==> src/rtl/lsl_seq.sv <==
// Sequential shift-left-logical unit: shifts inA left by inB[AMT_W-1:0],
// one bit per clock, under a start/done handshake with a zero flag.
module lsl_seq #(
    parameter int WIDTH = 32,
    parameter int AMT_W = 5
) (
    input  logic             clk,
    input  logic             rst_n,
    input  logic             start,
    input  logic [WIDTH-1:0] inA,
    input  logic [WIDTH-1:0] inB,
    output logic             busy,
    output logic             done,
    output logic [WIDTH-1:0] lslout,
    output logic             flag
);

    typedef enum logic {
        IDLE,
        SHIFT
    } state_t;

    state_t           state;
    logic [WIDTH-1:0] acc;
    logic [AMT_W-1:0] cnt;

    // Upper shift-amount bits are architecturally ignored.
    logic unused_inb;
    assign unused_inb = ^inB[WIDTH-1:AMT_W];

    always_ff @(posedge clk or negedge rst_n) begin
        if (!rst_n) begin
            state  <= IDLE;
            acc    <= '0;
            cnt    <= '0;
            busy   <= 1'b0;
            done   <= 1'b0;
            lslout <= '0;
            flag   <= 1'b1;
        end else begin
            done <= 1'b0;
            case (state)
                IDLE: begin
                    if (start) begin
                        acc   <= inA;
                        cnt   <= inB[AMT_W-1:0];
                        busy  <= 1'b1;
                        state <= SHIFT;
                    end
                end
                SHIFT: begin
                    // The cnt==0 cycle publishes the result, so n shifts take n+1 cycles.
                    if (cnt != '0) begin
                        acc <= {acc[WIDTH-2:0], 1'b0};
                        cnt <= cnt - AMT_W'(1);
                    end else begin
                        lslout <= acc;
                        flag   <= (acc == '0);
                        done   <= 1'b1;
                        busy   <= 1'b0;
                        state  <= IDLE;
                    end
                end
                default: state <= IDLE;
            endcase
        end
    end

endmodule

==> config.mk <==
export PLATFORM = sky130hd
export DESIGN_NAME = lsl_seq
export DESIGN_NICKNAME = d
export VERILOG_FILES = /design/src/rtl/lsl_seq.sv
export SDC_FILE = /design/constraint.sdc
export NUM_CORES = 1
export LEC_CHECK = 0
export CAP_MARGIN = 30
export CORE_MARGIN = 3
export CORE_UTILIZATION = 48
export CTS_CLUSTER_SIZE = 16
export DETAILED_ROUTE_END_ITERATION = 10
export PLACE_DENSITY = 0.82
export SYNTH_ARGS = -nofsm -noshare
export SYNTH_HDL_FRONTEND = slang
export SYNTH_SLANG_ARGS = --single-unit
==> constraint.sdc <==
create_clock -name clk -period 2.2 [get_ports clk]
set_input_delay 0.22 -clock clk [delete_from_list [all_inputs] [get_ports clk]]
set_output_delay 0.22 -clock clk [all_outputs]
set_load 0.005 [all_outputs]
Yosys cells after proc, flatten, opt, wreduce, memory -nomap -nowiden
Index checks and enable logic that the tools add are counted.
W data, S select, Z words.
{ "totals": {"out_inout_bits": 35, "elab_cells": 32, "register_bits": 73, "input_bits": 67} }
{ "classes": {"reduce_logical": 5, "add_sub_neg": 1, "n_eq_ne": 3, "muxes": 14, "n_bitwise": 2} }
{ "op_table": {"columns": ["cell", "n"], "rows": [
  ["$mux W32", 2],
  ["$pmux W32 S2", 1],
  ["$logic_not A32 Y1", 1],
  ["$mux W5", 2],
  ["$pmux W5 S2", 1],
  ["$mux W1", 6],
  ["$reduce_and A2 Y1", 3],
  ["$reduce_bool A5 Y1", 1],
  ["$sub A5 B1 Y5 const B", 1],
  ["$ne A2 B2 Y1 const B", 2],
  ["$pmux W1 S2", 2],
  ["$ne A2 B1 Y1 const B", 1],
  ["$not A1 Y1", 2]
]} }

Logic depth before layout (Yosys ltp)
{ "logic_depth": {"word_depth": 3, "depth_mapped": 7, "depth_no_buf": 6} }

Worst setup path after synthesis
Ideal clock, no wire load.
{ "synth_path": {"path_type": "register to register", "start": "register cnt[0]", "end": "register acc[10]", "path_slack_ns": 0.576, "required_time_ns": 2.075, "period_less_slack_ns": 1.624, "setup_ns": 0.125, "path_stages_with_launch": 7, "n_path_buf": 1, "arrival_ns": 1.499, "path_cell_list": "dfrtp_1 -> inv_1 -> ha_1 -> nor3b_4 -> a21oi_4 -> buf_6 -> mux2_4"} }
{ "synth_between": {"elab_chain_cells": 3} }
{ "synth_lines": {"columns": ["element", "line_no", "source"], "rows": [
  ["from (decl)", "25", "logic [AMT_W-1:0] cnt;"],
  ["from (signal assigned)", "46", "cnt <= inB[AMT_W-1:0];"],
  ["from (signal assigned)", "55", "cnt <= cnt - AMT_W'(1);"],
  ["$reduce_bool A5 Y1", "53", "if (cnt != '0) begin"],
  ["$ne A2 B1 Y1 (no source line)", null, null],
  ["$reduce_and A2 Y1 (no source line)", null, null],
  ["to (signal assigned)", "45", "acc <= inA;"],
  ["to (signal assigned)", "54", "acc <= {acc[WIDTH-2:0], 1'b0};"],
  ["to (decl)", "24", "logic [WIDTH-1:0] acc;"]
]} }
No other way between the ends.
A chain may end at the register's enable or synchronous reset.

Worst setup path after layout
{ "layout_path": {"start": "register cnt[0]", "end": "register lslout[27]"} }
{ "layout_between": {"elab_chain_cells": 3} }
{ "layout_lines": {"columns": ["element", "line_no", "source"], "rows": [
  ["$reduce_bool A5 Y1", "53", null],
  ["$not A1 Y1 (no source line)", null, null],
  ["$reduce_and A2 Y1 (no source line)", null, null],
  ["to (signal assigned)", "38", "lslout <= '0;"],
  ["to (signal assigned)", "57", "lslout <= acc;"],
  ["to (decl)", "14", "output logic [WIDTH-1:0] lslout,"]
]} }
No other way between the ends.

==> qor.yml <==
clock_network:
  cts_tree: "done"
  clk_pin_slew_worst_paths_ns: 0.08
  cts.sinks: 73
  worstSkewPairLatency_ns: 0.34
  post-cts-setup-buffers: 0
  clk_path_buf_depth: 2
  hold_buffers: 0
  h-tree-depth: 3
  cts_root_buf: "clkbuf_8"
  cts.repair.resized: 0
  cts_buffers: 9
sta:
  finalMaxSlewViolations: 0
  hold_viol: 1
  rsz0062_at_grt: "false"
  period_share: 0.864
  setup_slack_ns: 0.299
  slew_headroom: 0.394
  setup_tns_ns: 0
  whs_ns: -0.00409
  setup_viol: 0
  post-route-min-period_ns: 1.90
  skew_ns: 0.00795
  fmax_mhz: 526
  tightestPinTransition_ns: 0.909
logic_synthesis:
  synth_area_leaders: "dfrtp_1 (51%), mux2_4 (23%), mux2_2 (13%)"
  synth_fa_ha_area_frac: 0.00356
  post-synth-top-count-cell: "dfrtp_1"
  synthCells: 223
  synth_edf_count: 0
  synthMuxAreaShare: 0.371
  synth_compound_area_frac: 0.0282
  synth_top_family_by_area: "multiplexers"
  syn_nets: 291
  synth_top_area_share: 0.513
  synth-seq-area-share: 0.521
  synth_warnings: 0
  synth_common_cells: "dfrtp_1 (72), mux2_4 (54), mux2_2 (40)"
  synth.distinct_cells: 31
  synth-seq-cells: 73
  netlist_area_mm2: 0.00351
  synthFlopType: "dfrtp_1"
  syn_avg_cell_area_um2: 15.7
  ys_async_sr_fraction: 1.00
  post-synth-top-area-cell: "dfrtp_1"
  synthSimpleGateAreaFrac: 0.0417
  synth_xor_area_frac: 0.00499
place:
  placed_area_mm2: 0.00435
  dpl.hpwl_um: 4840
  post-place-ws_ns: 0.320
  port_buffers: 74
  place_congestion: 0.720
worst_setup_path:
  cp_data_arrival_time_ns: 2.13
  critPathMaxFanout: 27
  crit_type: "flip-flop to flip-flop"
  cp-end-kind: "flip-flop"
  cp-start-kind: "flip-flop"
  worstPathRequired_ns: 2.42
pwr:
  clock_power_share: 0.199
  pwr-share-comb: 0.430
  pwr-share-seq: 0.372
  p_per_area_mw_per_mm2: 1400
  internal_power_mw: 4.58
  p_sw_mw: 1.86
  swShare: 0.289
  ir_drop_v: 0.000722
  fin_total_pwr_mw: 6.43
  p_leak_nw: 2.22
routing:
  avgRoutedWirePerCell_um: 17.6
  dr.pass1.iters: 4
  drt-initial-drc-count: 79
  via_count: 2101
  antenna_left: 0
  totalWireLength_um: 7110
  post_drt_via_cell_ratio: 5.20
  drc: 0
final_layout:
  fill_cells: 516
  register_area_mm2: 0.00183
  finalInstanceArea_mm2: 0.00459
  multiInputGateArea_mm2: 0.00158
  nets: 371
  diodes: 0
  drive_above_1_share: 0.396
  area_growth_pct: 30.8
die:
  die_height_um: 91.5
  coreArea_mm2: 0.00694
  die_w_um: 91.5
  fp-row-count: 30
  io-pin-count: 102
  initial_core_util: 0.506
  die_area_mm2: 0.00838
status:
  status: "finished with violations"
  violations: "negative hold slack"
global_routing:
  grt_pass1_wl_um: 11700
  antenna_found_initial: 0
  grtUsageTotal: 0.179
  grt_overflow: 0
  grt_max_degree: 74
  grt_pass1_vias: 2264
min_path:
  hold_path_class: "input port to async pin"
job:
  drv_cap: 0
==> cells by family (layout without fill, tap and decap cells) <==
family,count (synthesis),after routing
mux,98,98
compound gates,13,13
flops,73,73
buf+inv,15,100
simple gates,21,21
fa+ha+maj,1,1
xor+xnor,2,2
==> layer usage <==
layer / GRT usage / up-vias / wire (µm) / share of wire
met5: 0 / - / 0 / 0
met4: 0.0716 / 0 / 90 / 0.013
met3: 0.0373 / 8 / 251 / 0.035
met2: 0.279 / 53 / 3490 / 0.49
met1: 0.245 / 1063 / 3270 / 0.46
li1: - / 977 / - / -
==> critical path: stages, from the launching register on <==
cell	delay (ns)
dfrtp_1	0.39
inv_1	0.11
ha_1	0.22
nor3b_4	0.32
nand2_4	0.19
buf_12	0.22
mux2_4	0.32
==> cell usage in the layout (no fill, tap or decap), drive strengths merged, types with 3 or more instances in the layout <==
master / count
nor4: 8
clkdlybuf4s50: 73
mux2i: 4
dfrtp: 72
clkbuf: 11
a21oi: 4
inv: 4
mux2: 94
bufinv: 3
a211oi: 3
buf: 7
nor2b: 3
==> registers in the layout (all words and copies together), names as in the netlist <==
name	count
acc	32
lslout	32
cnt	5
busy	1
done	1
flag	1
state	1
==> worst paths after layout <==
check / start / end / slack, ns / depth (start not counted)
max reg2reg: cnt[0]$_DFFE_PN0P_ / lslout[27]$_DFFE_PN0P_ / 0.30 / 6
min reg2reg: lslout[31]$_DFFE_PN0P_ / lslout[31]$_DFFE_PN0P_ / 0.51 / 1
max: cnt[0]$_DFFE_PN0P_ / lslout[27]$_DFFE_PN0P_ / 0.30 / 6
min in group clk: lslout[31]$_DFFE_PN0P_ / lslout[31]$_DFFE_PN0P_ / 0.51 / 1
max in group asynchronous: rst_n / lslout[4]$_DFFE_PN0P_ / 1.61 / 1
min: rst_n / lslout[20]$_DFFE_PN0P_ / -0.004 / 1
==> power by group through the flow <==
| stage | logic [mW] | clock network, mW | registers (mW) |
|---|---|---|---|
| 3_5_place_dp | 2.77 | 0 | 2.40 |
| 3_3_place_gp | 2.69 | 0 | 2.37 |
| 2_1_floorplan | 1.93 | 0 | 2.29 |
| 4_1_cts | 2.80 | 1.29 | 2.39 |
| 6_report | 2.76 | 1.28 | 2.39 |
| 5_1_grt | 2.97 | 1.35 | 2.48 |
==> stage by stage <==
step                      utilization  instances
after floorplan                     -        223
after global placement          0.626        388
after detailed placement        0.626        388
after CTS                       0.661        404
after global routing            0.661        404
final                           0.661        404
==> final cells by class <==
type | instances | share of cell area
clock buffers | 11 | 0.0308
clock inverters | 5 | 0.0223
inverters | 4 | 0.00327
multi-input cells | 135 | 0.343
flip-flops and latches | 73 | 0.398
well taps | 96 | 0.0262
repair buffers | 80 | 0.176
Power figures use the tool's default switching activity.
